[config.mk]
export PLATFORM = sky130hd
export DESIGN_NAME = mem_port_arbiter
export DESIGN_NICKNAME = d
export VERILOG_FILES = /design/src/rtl/mem_port_arbiter.sv
export SDC_FILE = /design/constraint.sdc
export NUM_CORES = 1
export LEC_CHECK = 0
export BUFFER_PORTS_ARGS = -buffer_cell sky130_fd_sc_hd__clkbuf_2
export CORE_MARGIN = 4
export CORE_UTILIZATION = 42
export CTS_CLUSTER_DIAMETER = 30
export DETAILED_ROUTE_END_ITERATION = 10
export GPL_ROUTABILITY_DRIVEN = 0
export PLACE_DENSITY = 0.75
export SETUP_SLACK_MARGIN = 0.5
export SYNTH_ARGS = -nofsm -noshare
export SYNTH_HDL_FRONTEND = slang
export SYNTH_SLANG_ARGS = --single-unit
export TNS_END_PERCENT = 10
[constraint.sdc]
create_clock -name clk_i -period 3.9 [get_ports clk_i]
set_input_delay 0.585 -clock clk_i [delete_from_list [all_inputs] [get_ports clk_i]]
set_output_delay 0.585 -clock clk_i [all_outputs]
set_load 0.05 [all_outputs]
[src/rtl/mem_port_arbiter.sv]
// mem_port_arbiter: shares one single-port, variable-latency unified memory between
// the IF-stage instruction fetch and the MEM-stage data access. Data accesses win
// over fetches, and one global stall holds the pipeline until every active request
// of the current step is served.
// Optional build macro MEM_PORT_ARBITER_WBUF_EN adds a one-entry posted write buffer.
module mem_port_arbiter #(
    parameter int unsigned ADDR_W = 32,
    parameter int unsigned DATA_W = 32
) (
    input  logic              clk_i,
    input  logic              rst_i,
    input  logic              if_req_i,
    input  logic [ADDR_W-1:0] if_addr_i,
    output logic [DATA_W-1:0] if_data_o,
    output logic              if_ready_o,
    input  logic              dm_read_i,
    input  logic              dm_write_i,
    input  logic [ADDR_W-1:0] dm_addr_i,
    input  logic [DATA_W-1:0] dm_wdata_i,
    output logic [DATA_W-1:0] dm_rdata_o,
    output logic              dm_ready_o,
    output logic              stall_o,
    output logic              mem_req_o,
    output logic              mem_we_o,
    output logic [ADDR_W-1:0] mem_addr_o,
    output logic [DATA_W-1:0] mem_wdata_o,
    input  logic              mem_ack_i,
    input  logic [DATA_W-1:0] mem_rdata_i
);

    typedef enum logic [1:0] {StIdle, StDmAcc, StIfAcc, StWbDrain} state_e;

    state_e state_q;
    logic   if_done_q;
    logic   dm_done_q;
    logic   dm_req;
    logic   dm_pend;
    logic   if_pend;

`ifdef MEM_PORT_ARBITER_WBUF_EN
    logic              wb_valid_q;
    logic [ADDR_W-1:0] wb_addr_q;
    logic [DATA_W-1:0] wb_data_q;
    logic              wb_hit;

    // Word match only; byte offset bits are ignored by the memory anyway.
    assign wb_hit = wb_valid_q & (dm_addr_i[ADDR_W-1:2] == wb_addr_q[ADDR_W-1:2]);
`endif

    // Pending = requested in this step and not yet served.
    assign dm_req     = dm_read_i | dm_write_i;
    assign dm_pend    = dm_req & ~dm_done_q;
    assign if_pend    = if_req_i & ~if_done_q;
    // Gated by reset so the pipeline sees no stall while the arbiter is held.
    assign stall_o    = ~rst_i & (if_pend | dm_pend);
    assign if_ready_o = if_done_q;
    assign dm_ready_o = dm_done_q;

    // Arbitration FSM with registered memory-side and requester-side outputs.
    always_ff @(posedge clk_i or posedge rst_i) begin
        if (rst_i) begin
            state_q     <= StIdle;
            if_done_q   <= 1'b0;
            dm_done_q   <= 1'b0;
            if_data_o   <= '0;
            dm_rdata_o  <= '0;
            mem_req_o   <= 1'b0;
            mem_we_o    <= 1'b0;
            mem_addr_o  <= '0;
            mem_wdata_o <= '0;
`ifdef MEM_PORT_ARBITER_WBUF_EN
            wb_valid_q  <= 1'b0;
            wb_addr_q   <= '0;
            wb_data_q   <= '0;
`endif
        end else begin
            // Pipeline advances on this edge: the next step starts with nothing done.
            if (!stall_o) begin
                if_done_q <= 1'b0;
                dm_done_q <= 1'b0;
            end
            case (state_q)
                StIdle: begin
                    if (dm_pend) begin
`ifdef MEM_PORT_ARBITER_WBUF_EN
                        if (dm_write_i && !wb_valid_q) begin
                            wb_valid_q <= 1'b1;
                            wb_addr_q  <= dm_addr_i;
                            wb_data_q  <= dm_wdata_i;
                            dm_done_q  <= 1'b1;
                        end else if (dm_read_i && wb_hit) begin
                            dm_rdata_o <= wb_data_q;
                            dm_done_q  <= 1'b1;
                        end else if (wb_valid_q) begin
                            // Older posted store must reach memory before this access.
                            state_q     <= StWbDrain;
                            mem_req_o   <= 1'b1;
                            mem_we_o    <= 1'b1;
                            mem_addr_o  <= wb_addr_q;
                            mem_wdata_o <= wb_data_q;
                        end else
`endif
                        begin
                            state_q     <= StDmAcc;
                            mem_req_o   <= 1'b1;
                            mem_we_o    <= dm_write_i;
                            mem_addr_o  <= dm_addr_i;
                            mem_wdata_o <= dm_wdata_i;
                        end
                    end else if (if_pend) begin
                        state_q    <= StIfAcc;
                        mem_req_o  <= 1'b1;
                        mem_we_o   <= 1'b0;
                        mem_addr_o <= if_addr_i;
                    end
`ifdef MEM_PORT_ARBITER_WBUF_EN
                    // Drain only in a step with no traffic so a following load can
                    // still hit the buffer.
                    else if (wb_valid_q && !if_req_i && !dm_req) begin
                        state_q     <= StWbDrain;
                        mem_req_o   <= 1'b1;
                        mem_we_o    <= 1'b1;
                        mem_addr_o  <= wb_addr_q;
                        mem_wdata_o <= wb_data_q;
                    end
`endif
                end
                StDmAcc: begin
                    if (mem_ack_i) begin
                        if (!mem_we_o) begin
                            dm_rdata_o <= mem_rdata_i;
                        end
                        dm_done_q <= 1'b1;
                        mem_req_o <= 1'b0;
                        state_q   <= StIdle;
                    end
                end
                StIfAcc: begin
                    if (mem_ack_i) begin
                        if_data_o <= mem_rdata_i;
                        if_done_q <= 1'b1;
                        mem_req_o <= 1'b0;
                        state_q   <= StIdle;
                    end
                end
`ifdef MEM_PORT_ARBITER_WBUF_EN
                StWbDrain: begin
                    if (mem_ack_i) begin
                        wb_valid_q <= 1'b0;
                        mem_req_o  <= 1'b0;
                        state_q    <= StIdle;
                    end
                end
`endif
                default: begin
                    mem_req_o <= 1'b0;
                    state_q   <= StIdle;
                end
            endcase
        end
    end

endmodule
==> results of run 1 <==
-- cell usage after synthesis (all sizes together) --
master / number / area share
inv: 101 / 0.070
nand2b: 2 / 0.0023
o22ai: 1 / 0.0011
nor2b: 2 / 0.0023
a22oi: 1 / 0.0014
nand2: 1 / 0.00069
a222oi: 32 / 0.059
buf: 17 / 0.019
nor2: 2 / 0.0014
nand3b: 1 / 0.0014
a32o: 3 / 0.0055
o22a: 1 / 0.0016
o21ba: 1 / 0.0018
o21bai: 1 / 0.0014
a21oi: 4 / 0.0037
ha: 3 / 0.0069
mux2: 96 / 0.20
clkbuf: 1 / 0.00069
o21ai: 1 / 0.00092
dfrtp: 134 / 0.62
nor3: 2 / 0.0048
-- registers in the layout, summed over array words and instances (netlist names) --
register	flops
if_ready_o	1
if_data_o	32
mem_req_o	1
mem_we_o	1
state_q	2
dm_ready_o	1
mem_addr_o	32
mem_wdata_o	32
dm_rdata_o	32
-- logic make-up (layout without fill, tap and decap cells) --
kind of cell,after synthesis,after routing,share of synthesized area
flops,134,134,0.6160
mux,96,96,0.1986
compound gates,45,45,0.07631
fa+ha+maj,3,3,0.006896
buf+inv,119,401,0.08940
simple gates,10,10,0.01287
-- per-layer routing --
metal / GRT usage / up-vias / share of wire
li1: - / 1923 / -
met1: 0.2175 / 2070 / 0.36
met2: 0.3646 / 180 / 0.55
met3: 0.05246 / 23 / 0.072
met4: 0.09174 / 0 / 0.021
met5: 0 / - / 0
-- critical path: stages (launching register included) --
cell and delay (ns):
dfrtp_1 0.40, inv_1 0.12, ha_1 0.27, inv_1 0.15, nor3_4 0.99, a222oi_1 0.24
-- final cells by class --
type	instances	share of cell area
inverters	101	0.05120
flip-flops and latches	134	0.4484
clock inverters	5	0.006692
multi-input cells	154	0.2158
clock buffers	24	0.06441
well taps	172	0.02878
repair buffers	271	0.1847
-- path summary, 6_finish.rpt --
kind | cells after the start | from | slack [ns] | endpoint
setup / recovery | 5 | state_q[0]$_DFFE_PP0P_ | 1.53 | mem_addr_o[1]$_DFFE_PP0P_
hold / removal | 2 | rst_i | 0.10 | dm_ready_o$_DFF_PP0_
setup reg to reg | 5 | state_q[0]$_DFFE_PP0P_ | 1.53 | mem_addr_o[1]$_DFFE_PP0P_
hold reg to reg | 1 | mem_wdata_o[30]$_DFFE_PP0P_ | 0.49 | mem_wdata_o[30]$_DFFE_PP0P_
max in group asynchronous | 3 | rst_i | 2.90 | if_data_o[13]$_DFFE_PP0P_
min in group clk_i | 2 | dm_wdata_i[30] | 0.40 | mem_wdata_o[30]$_DFFE_PP0P_
-- through the flow --
| stage | worst slack, ns | instances | hold WS [ns] | util |
|---|---|---|---|---|
| 2_1_floorplan | 0.6512 | 407 | 0.5029 | - |
| 3_3_place_gp | 1.647 | 832 | 0.4773 | 0.5482 |
| 3_5_place_dp | 1.527 | 832 | 0.4788 | 0.5482 |
| 4_1_cts | 1.545 | 861 | 0.07676 | 0.5902 |
| 5_1_grt | 1.310 | 861 | 0.09069 | 0.5902 |
| 6_report | 1.527 | 861 | 0.1000 | 0.5902 |
==> results by group, run 1 <==
Status
  • Outcome: finished clean

Clock network
  • CTS tree: yes
  • Clk root buf: clkbuf_16
  • # Post-CTS Setup Buffers: 0
  • Post_cts resized: 0
  • Clock slew at reported path FFs: 0.05 ns
  • CTS Buf Count: 17
  • Hold buffer count at cts: 0
  • H-tree depth: 4
  • CTS max path bufs: 2
  • Clock Latency Late Sink: 0.41 ns
  • CTS Sinks: 134

Global route
  • Initial antenna violation count: 0
  • Remaining Overflow, GRT: 0
  • Gr usage total: 0.2004
  • Vias in the first global route: 4,481
  • Largest net degree at the start of global routing: 132
  • First-pass GRT wire length: 22,670 um

Layout
  • Share of layout cells above drive strength 1: 0.5733
  • Area Overhead vs Synth: 37.37%
  • Register area: 0.003353 sq mm
  • Most common cell after layout, fill and taps aside: clkbuf_2
  • # fillers: 1,071
  • Multi-input logic area: 0.001614 sq mm
  • Most frequent cells in the layout: 266 x clkbuf_2, 134 x dfrtp_1, 100 x inv_1, 94 x mux2_2, 32 x a222oi_1
  • Design area: 0.007478 sq mm
  • Ant diodes: 0
  • Fin nets: 816

Routing
  • Total DRC errors in the routed layout: 0
  • Drt initial violations: 281
  • Number of vias in the routed layout: 4,196
  • TritonRoute pass-1 iters: 8
  • DRT Wirelength: 14,340 um
  • Drt wl/cell: 16.65 um
  • DRT antenna net count: 0
  • Via density: 4.873

Worst setup path
  • CP endpoint kind: flip-flop
  • Critical path type: flip-flop to flip-flop
  • CP Data Required Time: 4.10 ns
  • Data arrival time of the critical path: 2.58 ns
  • Critical Path Source Type: flip-flop
  • Worst-path fanout max: 32

Placed design
  • I/O Buffers: 266
  • DP Wirelength: 10,830 um
  • Placed Area: 0.006947 sq mm

Flow run
  • MaxCap Viol Count: 0

Synth
  • Average cell area after synthesis: 13.38 sq um
  • Sequential fraction of the synthesis area: 0.6160
  • Synthesis-stage register bit count: 134
  • Cell area after synthesis: 0.005444 sq mm
  • Synth Warn #: 0
  • Syn nets: 544
  • Cell count after synthesis: 407
  • Netlist cell types: 24

Floorplanning
  • Die area: 0.01485 sq mm
  • Die X: 121.9 um
  • I/O pins: 267
  • Core Rows: 41
  • Core area: 0.01267 sq mm
  • Initial Utilization: 0.4296
  • Die H: 121.9 um

Timing
  • Share of the clock period used by the worst path: 0.6085
  • Setup Skew: 0.006627 ns
  • Final TNS setup: 0 ns
  • Worst rel slew slack: 0.1988
  • Worst-margin pin slew: 1.198 ns
  • Fmax: 421.4 MHz
  • Unrepaired setup endpoints after global routing: no
  • Final hold violations: 0
  • Max-slew violations: 0
  • Count of final setup violators: 0
  • Fin crit period: 2.373 ns

Worst hold path
  • Hold Crit Class: primary input to async pin
Power of run 1 is not shown: default switching activity piles up to over one toggle a cycle in this logic, so the estimate is an artifact.
==> run 2: changes to the inputs <==
Settings changed: ABC_AREA set to 1, CORE_UTILIZATION 42 to 46, PLACE_DENSITY 0.75 to 0.78.
Clock period 3.9 ns to 2.2 ns, I/O delays scaled along.
==> run 2 against run 1 <==
  * Hold slack better by 0.024 ns
  * Count of clock-buffer cells in the layout down 6
  * Die area down 5.8%
  * Critical path type is now flip-flop to output pin
  * First-iteration DRC count up 49%
  * Cell count up 26%
  * Final area up 2.5%
  * Utilization up 5.1 points
  * Setup slack worse by 1.1 ns
  * Synthesized cell count up 62%
==> results by group, run 2 <==
Status
  • Outcome: finished clean (unchanged)

Clock network
  • CTS Sinks: 134 (unchanged)
  • H-tree depth: 4 (unchanged)
  • Clock slew at reported path FFs: 0.06 ns (was 0.05 ns)
  • Hold buffer count at cts: 0 (unchanged)
  • CTS max path bufs: 2 (unchanged)
  • Clk root buf: clkbuf_16 (unchanged)
  • Clock Latency Late Sink: 0.40 ns (was 0.41 ns)
  • CTS tree: yes (unchanged)
  • CTS Buf Count: 17 (unchanged)

Synth
  • Synth Warn #: 0 (unchanged)
  • Cell taking the most area after synthesis: dfrtp_1 (unchanged)
  • Main synth FF type: dfrtp_1 (unchanged)
  • Sequential fraction of the synthesis area: 0.5996 (was 0.6160)
  • Cell count after synthesis: 660 (was 407)
  • Synth async-reset ratio: 1.000 (unchanged)
  • Syn nets: 797 (was 544)
  • Commonest cells post-synth: 339 x nand2_1, 134 x dfrtp_1, 39 x inv_1 (was 134 x dfrtp_1, 101 x inv_1, 94 x mux2_2)
  • Average cell area after synthesis: 8.474 sq um (was 13.38 sq um)
  • Synthesis-stage register bit count: 134 (unchanged)
  • Synth top area share: 0.5996 (was 0.6160)
  • Number of synthesized flops with an enable pin: 0 (unchanged)
  • Netlist cell types: 21 (was 24)
  • Cell area after synthesis: 0.005593 sq mm (was 0.005444 sq mm)
  • Most common cell in the netlist: nand2_1 (was dfrtp_1)
  • Largest cells by area after synthesis: dfrtp_1 60%, nand2_1 23%, o21ai_0 3.3% (was dfrtp_1 62%, mux2_2 19%, inv_1 7.0%)

Pwr
  • Worst vdd ir: 0.001039 V
  • Pwr Density: 1967 mW/mm^2
  • Static Leak: 4.549 nW

Worst setup path
  • Data arrival time of the critical path: 1.42 ns (was 2.58 ns)
  • Reg2Reg Depth: 8 (was 5)
  • Reg-to-Reg End: mem_wdata_o[28]$_DFFE_PP0P_ (was mem_addr_o[1]$_DFFE_PP0P_)
  • R2R Path Start: dm_ready_o$_DFF_PP0_ (was state_q[0]$_DFFE_PP0P_)
  • CP endpoint kind: output pin (was flip-flop)
  • Worst R2R Setup Slack: 0.55 ns (was 1.53 ns)
  • Critical Path Source Type: flip-flop (unchanged)
  • Worst-path fanout max: 5 (was 32)
  • Critical path type: flip-flop to output pin (was flip-flop to flip-flop)
  • CP Data Required Time: 1.87 ns (was 4.10 ns)

Global route
  • Gr usage total: 0.2146 (was 0.2004)
  • First-pass GRT wire length: 24,450 um (was 22,670 um)
  • Remaining Overflow, GRT: 0 (unchanged)
  • Initial antenna violation count: 0 (unchanged)
  • Largest net degree at the start of global routing: 135 (was 132)
  • Vias in the first global route: 5,017 (was 4,481)

Layout
  • Area Overhead vs Synth: 37.11% (was 37.37%)
  • Most frequent cells in the layout: 337 x nand2_1, 265 x clkbuf_2, 134 x dfrtp_1, 38 x inv_1, 37 x o21ai_0 (was 266 x clkbuf_2, 134 x dfrtp_1, 100 x inv_1, 94 x mux2_2, 32 x a222oi_1)
  • Share of layout cells above drive strength 1: 0.3448 (was 0.5733)
  • Fin nets: 1,058 (was 816)
  • Most common cell after layout, fill and taps aside: nand2_1 (was clkbuf_2)
  • Ant diodes: 0 (unchanged)
  • Finished Core Util: 0.6411 (was 0.5902)
  • # fillers: 1,044 (was 1,071)

Floorplanning
  • Die X: 118.3 um (was 121.9 um)
  • I/O pins: 267 (unchanged)
  • Die H: 118.3 um (was 121.9 um)
  • Initial Utilization: 0.4676 (was 0.4296)
  • Die area: 0.01399 sq mm (was 0.01485 sq mm)
  • Core Rows: 40 (was 41)
  • Core area: 0.01196 sq mm (was 0.01267 sq mm)

Worst hold path
  • Worst min-delay path startpoint: dm_wdata_i[22]
  • Hold depth: 3
  • Hold Crit Class: primary input to flip-flop (was primary input to async pin)
  • Hold Crit Endpoint: mem_wdata_o[22]$_DFFE_PP0P_

Routing
  • Via density: 4.772 (was 4.873)
  • Drt initial violations: 419 (was 281)
  • TritonRoute pass-1 iters: 4 (was 8)
  • DRT antenna net count: 0 (unchanged)
  • Total DRC errors in the routed layout: 0 (unchanged)
  • Number of vias in the routed layout: 5,159 (was 4,196)
  • Drt wl/cell: 13.69 um (was 16.65 um)
  • DRT Wirelength: 14,800 um (was 14,340 um)

Flow run
  • MaxCap Viol Count: 0 (unchanged)

Timing
  • Max-slew violations: 0 (unchanged)
  • Fmax: 572.9 MHz
  • Final TNS setup: 0 ns (unchanged)
  • Fin crit period: 1.746 ns
  • Worst-margin pin slew: 0.7009 ns (was 1.198 ns)
  • Share of the clock period used by the worst path: 0.7935
  • Setup Skew: 0.01223 ns (was 0.006627 ns)
  • Final hold violations: 0 (unchanged)
  • Unrepaired setup endpoints after global routing: yes (was no)
  • Worst rel slew slack: 0.5327 (was 0.1988)
  • Count of final setup violators: 0 (unchanged)

Placed design
  • I/O Buffers: 266 (unchanged)
  • DP Wirelength: 10,430 um (was 10,830 um)
-- run 2: changes by cell type in the layout (fill, tap and decap cells not counted), moves of 4 or more --
cell,delta
mux2_2,-94
o21ai_1,+28
o21ai_0,+37
clkinv_4,+5
nand2_1,+336
buf_4,+4
inv_1,-62
nand3_1,+33
a21oi_1,-4
a222oi_1,-32
-- run 2: worst max-delay path, stage by stage, from the launching register on --
cell      delay, ns
dfrtp_1        0.42
inv_1          0.08
nand2_2        0.13
a21oi_2        0.18
clkbuf_8       0.20
-- run 2: what timing repair did --
item                                    CTS  global route
pin swaps                                 1             0
gates cloned                              1             0
endpoints found under the setup margin   34            49
setup buffers                             4             0
endpoints found under the hold margin     0             0
resized for setup                         4             1
-- run 2: cell type report --
class | count | area, sq um | area share
flip-flops and latches | 134 | 3353 | 0.4373
repair buffers | 277 | 1460 | 0.1904
clock inverters | 14 | 176.4 | 0.02301
inverters | 42 | 161.4 | 0.02105
multi-input cells | 449 | 1904 | 0.2483
well taps | 147 | 183.9 | 0.02398
clock buffers | 18 | 429.2 | 0.05596
-- run 2: cell families after synthesis --
family                     count (synthesis)  share of synthesized area
buffers and inverters                     78                    0.06577
AOI/OAI and AO/OA                         68                    0.06353
and+or+nand+nor                          377                     0.2644
adders and majority gates                  3                   0.006712
DFF                                      134                     0.5996
-- run 2: worst max-delay path by stage --
stage | from | end | slack [ns] | cells past startpoint
global route | state_q[0]$_DFFE_PP0P_ | mem_we_o$_DFFE_PP0P_ | 0.37 | 6
finish | if_ready_o$_DFF_PP0_ | stall_o | 0.45 | 4
detailed placement | dm_write_i | mem_addr_o[5]$_DFFE_PP0P_ | 0.39 | 7
floorplan | rst_i | dm_rdata_o[0]$_DFFE_PP0P_ | 0.20 | 1
CTS | if_ready_o$_DFF_PP0_ | stall_o | 0.44 | 4
global placement | dm_write_i | mem_we_o$_DFFE_PP0P_ | 0.41 | 5
-- run 2: report_power, final --
group / internal (mW) / switching (mW)
Clock: 1.79 / 1.08
Combinational: 1.67 / 6.24
Sequential: 3.63 / 0.659
-- run 2: per-stage QoR --
step                      hold slack, ns  area, sq um  setup slack, ns  cells  power, mW
after floorplan                   0.4466         5600           0.2048    660      10.36
after global placement            0.4542         6998           0.4095   1044      12.06
after detailed placement          0.4601         6998           0.3945   1044      12.21
after CTS                         0.1103         7661           0.4417   1081      15.22
after global routing              0.1205         7669           0.3675   1081      15.97
final                             0.1239         7669           0.4544   1081      15.09
-- run 2: per-layer routing --
metal / vias up / routed length (um) / global-route usage / share of wire
met5: - / 0 / 0 / 0
met4: 0 / 329 / 0.08498 / 0.022
met3: 24 / 1047 / 0.04976 / 0.071
met2: 210 / 7388 / 0.3566 / 0.50
met1: 2362 / 6039 / 0.2721 / 0.41
li1: 2563 / - / - / -
(Power assumes the default switching activity.)
